<file path="config.mk">
export PLATFORM = sky130hd
export DESIGN_NAME = product_accumulator
export DESIGN_NICKNAME = d
export VERILOG_FILES = /design/src/rtl/product_accumulator_pkg.sv /design/src/rtl/prod_fifo.sv /design/src/rtl/product_accumulator.sv
export SDC_FILE = /design/constraint.sdc
export NUM_CORES = 1
export LEC_CHECK = 0
export BUFFER_PORTS_ARGS = -buffer_cell sky130_fd_sc_hd__buf_2
export CELL_PAD_IN_SITES_DETAIL_PLACEMENT = 0
export CELL_PAD_IN_SITES_GLOBAL_PLACEMENT = 1
export CORE_MARGIN = 5
export CORE_UTILIZATION = 35
export DETAILED_ROUTE_END_ITERATION = 7
export PLACE_DENSITY = 0.71
export SLEW_MARGIN = 20
export SYNTH_ARGS = -nofsm -noshare
export SYNTH_HDL_FRONTEND = slang
export SYNTH_SLANG_ARGS = --single-unit
export TNS_END_PERCENT = 50
</file>
<file path="constraint.sdc">
create_clock -name clk -period 4 [get_ports clk]
set_input_delay 0.8 -clock clk [delete_from_list [all_inputs] [get_ports clk]]
set_output_delay 0.8 -clock clk [all_outputs]
set_load 0.005 [all_outputs]
</file>
<file path="src/rtl/product_accumulator_pkg.sv">
// Shared types and constants for product_accumulator: FSM state encoding,
// default widths and the saturation limits used when SATURATE_EN is defined.
package product_accumulator_pkg;

  typedef enum logic [1:0] {
    ST_IDLE  = 2'd0,
    ST_ACCUM = 2'd1,
    ST_DONE  = 2'd2
  } state_e;

  localparam int PROD_W_DEF     = 16;
  localparam int ACC_W_DEF      = 20;
  localparam int FIFO_DEPTH_DEF = 4;
  localparam int LEN_W          = 8;

  // Two's-complement limits of a w-bit signed value.
  function automatic logic signed [63:0] sat_max(input int w);
    return (64'sd1 <<< (w - 1)) - 64'sd1;
  endfunction

  function automatic logic signed [63:0] sat_min(input int w);
    return -(64'sd1 <<< (w - 1));
  endfunction

  localparam logic signed [63:0] SAT_MAX_DEF = sat_max(ACC_W_DEF);
  localparam logic signed [63:0] SAT_MIN_DEF = sat_min(ACC_W_DEF);

endpackage

</file>
<file path="src/rtl/prod_fifo.sv">
// Small FIFO buffering products between the multiplier and the accumulator.
// A push into a full FIFO still succeeds when a pop happens in the same cycle.
module prod_fifo #(
  parameter int W     = 16,
  parameter int DEPTH = 4
) (
  input  logic         clk,
  input  logic         rst,
  input  logic         push_i,
  input  logic         pop_i,
  input  logic [W-1:0] data_i,
  output logic [W-1:0] data_o,
  output logic         full_o,
  output logic         empty_o
);

  localparam int AW = $clog2(DEPTH);

  logic [W-1:0] mem_q [DEPTH];
  logic [AW:0]  wr_q, wr_d;
  logic [AW:0]  rd_q, rd_d;
  logic         do_push, do_pop;

  assign empty_o = (wr_q == rd_q);
  assign full_o  = (wr_q[AW] != rd_q[AW]) && (wr_q[AW-1:0] == rd_q[AW-1:0]);
  assign data_o  = mem_q[rd_q[AW-1:0]];

  assign do_pop  = pop_i && !empty_o;
  assign do_push = push_i && (!full_o || do_pop);

  always_comb begin
    wr_d = wr_q;
    rd_d = rd_q;
    if (do_push) wr_d = wr_q + 1'b1;
    if (do_pop)  rd_d = rd_q + 1'b1;
  end

  always_ff @(posedge clk or posedge rst) begin
    if (rst) begin
      wr_q <= '0;
      rd_q <= '0;
    end else begin
      wr_q <= wr_d;
      rd_q <= rd_d;
    end
  end

  // Storage needs no reset; the pointers define what is valid.
  always_ff @(posedge clk) begin
    if (do_push) mem_q[wr_q[AW-1:0]] <= data_i;
  end

endmodule

</file>
<file path="src/rtl/product_accumulator.sv">
// Sums a run of len signed products from a buffered input stream.
// Define SATURATE_EN to clamp overflowing sums instead of wrapping.
module product_accumulator
  import product_accumulator_pkg::*;
#(
  parameter int PROD_W     = PROD_W_DEF,
  parameter int ACC_W      = ACC_W_DEF,
  parameter int FIFO_DEPTH = FIFO_DEPTH_DEF
) (
  input  logic                     clk,
  input  logic                     rst,
  input  logic signed [PROD_W-1:0] prod_in,
  input  logic                     prod_valid,
  output logic                     prod_ready,
  input  logic                     start,
  input  logic [LEN_W-1:0]         len,
  output logic signed [ACC_W-1:0]  acc_out,
  output logic                     acc_valid,
  input  logic                     acc_ready,
  output logic                     busy,
  output logic                     ovf,
  output logic                     drop
);

  state_e                   state_q, state_d;
  logic signed [ACC_W-1:0]  acc_q, acc_d;
  logic [LEN_W-1:0]         len_q, len_d;
  logic [LEN_W-1:0]         cnt_q, cnt_d, cnt_inc;
  logic                     ovf_q, ovf_d;
  logic                     drop_q, drop_d;

  logic                     push, pop, full, empty;
  logic [PROD_W-1:0]        fifo_data;

  logic signed [ACC_W:0]    acc_ext, prod_ext, sum_ext;
  logic                     sum_ovf;
  logic signed [ACC_W-1:0]  sum_res;

  prod_fifo #(
    .W     (PROD_W),
    .DEPTH (FIFO_DEPTH)
  ) u_fifo (
    .clk     (clk),
    .rst     (rst),
    .push_i  (push),
    .pop_i   (pop),
    .data_i  (prod_in),
    .data_o  (fifo_data),
    .full_o  (full),
    .empty_o (empty)
  );

  // One guard bit above ACC_W exposes overflow as a mismatch of the top two bits.
  assign acc_ext  = {acc_q[ACC_W-1], acc_q};
  assign prod_ext = {{(ACC_W+1-PROD_W){fifo_data[PROD_W-1]}}, fifo_data};
  assign sum_ext  = acc_ext + prod_ext;
  assign sum_ovf  = sum_ext[ACC_W] ^ sum_ext[ACC_W-1];
  assign cnt_inc  = cnt_q + 1'b1;

`ifdef SATURATE_EN
  localparam logic signed [ACC_W-1:0] SAT_MAX = ACC_W'(sat_max(ACC_W));
  localparam logic signed [ACC_W-1:0] SAT_MIN = ACC_W'(sat_min(ACC_W));
  assign sum_res = !sum_ovf ? sum_ext[ACC_W-1:0] : (sum_ext[ACC_W] ? SAT_MIN : SAT_MAX);
`else
  assign sum_res = sum_ext[ACC_W-1:0];
`endif

  always_comb begin
    state_d = state_q;
    acc_d   = acc_q;
    len_d   = len_q;
    cnt_d   = cnt_q;
    ovf_d   = ovf_q;
    drop_d  = drop_q;
    pop     = 1'b0;
    case (state_q)
      ST_IDLE: begin
        if (start) begin
          len_d   = (len == '0) ? LEN_W'(1) : len;
          acc_d   = '0;
          cnt_d   = '0;
          ovf_d   = 1'b0;
          drop_d  = 1'b0;
          state_d = ST_ACCUM;
        end
      end
      ST_ACCUM: begin
        if (!empty) begin
          pop   = 1'b1;
          acc_d = sum_res;
          cnt_d = cnt_inc;
          if (sum_ovf) ovf_d = 1'b1;
          if (cnt_inc == len_q) state_d = ST_DONE;
        end
      end
      ST_DONE: begin
        if (acc_ready) state_d = ST_IDLE;
      end
      default: state_d = ST_IDLE;
    endcase
    // Input side runs in every state so products queue up for the next sum.
    push = prod_valid && (!full || pop);
    if (prod_valid && full && !pop) drop_d = 1'b1;
  end

  always_ff @(posedge clk or posedge rst) begin
    if (rst) begin
      state_q <= ST_IDLE;
      acc_q   <= '0;
      len_q   <= '0;
      cnt_q   <= '0;
      ovf_q   <= 1'b0;
      drop_q  <= 1'b0;
    end else begin
      state_q <= state_d;
      acc_q   <= acc_d;
      len_q   <= len_d;
      cnt_q   <= cnt_d;
      ovf_q   <= ovf_d;
      drop_q  <= drop_d;
    end
  end

  assign prod_ready = !full;
  assign acc_out    = acc_q;
  assign acc_valid  = (state_q == ST_DONE);
  assign busy       = (state_q != ST_IDLE);
  assign ovf        = ovf_q;
  assign drop       = drop_q;

endmodule

</file>
==> reports/metrics.cfg <==
[timing]
rsz0062_at_grt = no
final.period_utilization = 0.852
skew_ns = 0.00805
fin_setup_tns_ns = 0
fmax_mhz = 294
finalMaxSlewViolations = 0
relSlewSlack = 0.332
worst_slew_pin_slew_ns = 1.00
hold_viol = 0
min_period_ns = 3.41
setup_violations = 0

[final_layout]
drive_above_1_share = 0.190
area_growth_pct = 15.3
ff_latch_area_mm2 = 0.00307
n_fill_cell = 1457
num-nets-final = 555
multi_input_area_mm2 = 0.00225
antennaDiodeCount = 0

[logic_synthesis]
avgSynthCellArea_um2 = 12.3
yosysSeqAreaShare = 0.564
netlist_instances = 444
synth_edf_count = 64
yosysWarningCount = 0
synth-main-ff-cell = edfxtp_1
yosysUniqueCellTypes = 55
synth.ff_latch_count = 110
synth_area_mm2 = 0.00545
async_reset_ff_frac = 0.418
synth.net_count = 500

[status]
status = finished, final reports clean

[route]
routed_wl_um = 11300
drt_iter0_drc = 183
final_antenna_net_count = 0
avgViaCountPerCell = 5.02
dr.pass1.iters = 4
post_drt_wl_per_cell_um = 15.8
vias = 3591
drc_errors = 0

[job]
drv_cap = 0

[placement]
gp_congestion = 0.800
portBuffers = 53
dp_hpwl_um = 8140

[cts]
cts_max_path_buffers = 2
clkTransAtPathRegs_ns = 0.07
clk_latency_ns = 0.35
cts_num_sinks = 110
cts_buffers = 9
postCtsHoldBufs = 0
post_cts_resized = 0
clock-root-buffer = clkbuf_16
htreeDepth = 3
cts_setup_buffers = 0
cts_tree = built

[grt]
grt_use_total = 0.134
grt_util_met2 = 0.220
grt-ovfl-total = 0
busiest_layer = met2
grt_pass1_wl_um = 19300
met3_usage = 0.0227
use_met1 = 0.178
grt_pass1_vias = 3778
grt_max_degree = 47
antenna_found_initial = 0

[floorplanning]
die_h_um = 135
initial_core_util = 0.357
coreArea_mm2 = 0.0153
row_count = 45
fp.dieArea_mm2 = 0.0182
die_w_um = 135
ioPinCount = 54

[setup_path]
cp_max_fo = 19
required_ns = 4.22
cp-start-kind = flip-flop
endpoint_kind = flip-flop
worstSetupPathType = reg -> reg
cp.arrival_ns = 3.63

[hold_path]
hold_class = reg -> reg

## placed cells by master, fill, tap and decap left out, drive strengths merged, types with 10 or more instances in the layout
cell type,Yosys,layout
dfrtp,46,46
nand2,50,50
inv,15,16
a21oi,20,20
o21ai,33,33
xor2,15,15
edfxtp,64,64
clkbuf,8,10
mux4,16,16
buf,7,59
nor2,21,21
nand3,22,22
ha,26,26
xnor2,16,16
## Yosys cell counts (all sizes together), types with 7 or more instances
cell type  instances  area [um2]
edfxtp            64        1920
a21oi             20         104
mux4              16         360
xnor2             16         140
nor3               9        50.1
and2               8        50.1
clkbuf             8        30.0
xor2              15         131
nand2             50         188
o21ai             33         165
inv               15        56.3
ha                26         325
nand3             22         110
nor2              21        78.8
o21a               9        68.8
dfrtp             46        1150
buf                7        42.5
## final cells by class
class / instances / area share
multi-input cells: 304 / 0.358
flip-flops and latches: 110 / 0.489
repair buffers: 59 / 0.0494
clock inverters: 6 / 0.0145
inverters: 15 / 0.00916
well taps: 211 / 0.0420
clock buffers: 10 / 0.0380
## critical path, stage by stage (launching register included)
cell      delay (ns)
dfrtp_1         0.33
buf_4           0.33
mux4_2          0.55
ha_1            0.24
inv_1           0.08
fa_1            0.20
nand2b_1        0.14
a21oi_1         0.10
o311a_1         0.38
o211ai_1        0.18
nor3b_1         0.40
mux2i_1         0.25
nand4_1         0.10
## layer usage
layer  wire [um]  vias to the layer above
met1        5400                     1749
met4         269                        0
met3         281                       18
met2        5380                       46
met5           0                        -
li1            -                     1778
## path summary, 6_finish.rpt
kind | startpoint | end | slack [ns] | depth (start not counted)
hold / removal | cnt_q[7] | cnt_q[7] | 0.50 | 1
setup / recovery | u_fifo.rd_q[0] | ovf | 0.59 | 12
setup reg to reg | u_fifo.rd_q[0] | ovf | 0.59 | 12
hold reg to reg | cnt_q[7] | cnt_q[7] | 0.50 | 1
max in group asynchronous | rst | u_fifo.wr_q[1] | 2.90 | 2
min in group asynchronous | rst | acc_out[11] | 0.59 | 2
## per-stage QoR
stage                     instances  hold slack [ns]  worst slack [ns]   util  area [um2]
final                           715            0.499             0.593  0.412        6280
after floorplan                 444            0.458             0.336      -        5450
after detailed placement        699            0.486             0.624  0.390        5950
after global routing            715            0.523             0.343  0.412        6280
after CTS                       715            0.500             0.610  0.412        6280
after global placement          699            0.472             0.671  0.390        5950
## flip-flops by register name, summed over array words and instances, names as in the netlist
name and flops:
state_q 2, drop 1, u_fifo.wr_q 3, cnt_q 8, u_fifo.mem_q 64, u_fifo.rd_q 3, len_q 8, ovf 1
acc_out 20
## logic make-up (layout without fill, tap and decap cells)
family / after synthesis / count (layout) / synth area share
AO/OA/AOI/OAI: 101 / 101 / 0.122
XOR/XNOR: 31 / 31 / 0.0498
multiplexers: 17 / 17 / 0.0680
flip-flops: 110 / 110 / 0.564
adder cells (fa/ha/maj): 27 / 27 / 0.0634
buffers and inverters: 30 / 90 / 0.0237
AND/OR/NAND/NOR: 128 / 128 / 0.109
Power is not shown: default switching activity piles up to over one toggle a cycle in this logic, so the estimate is an artifact.
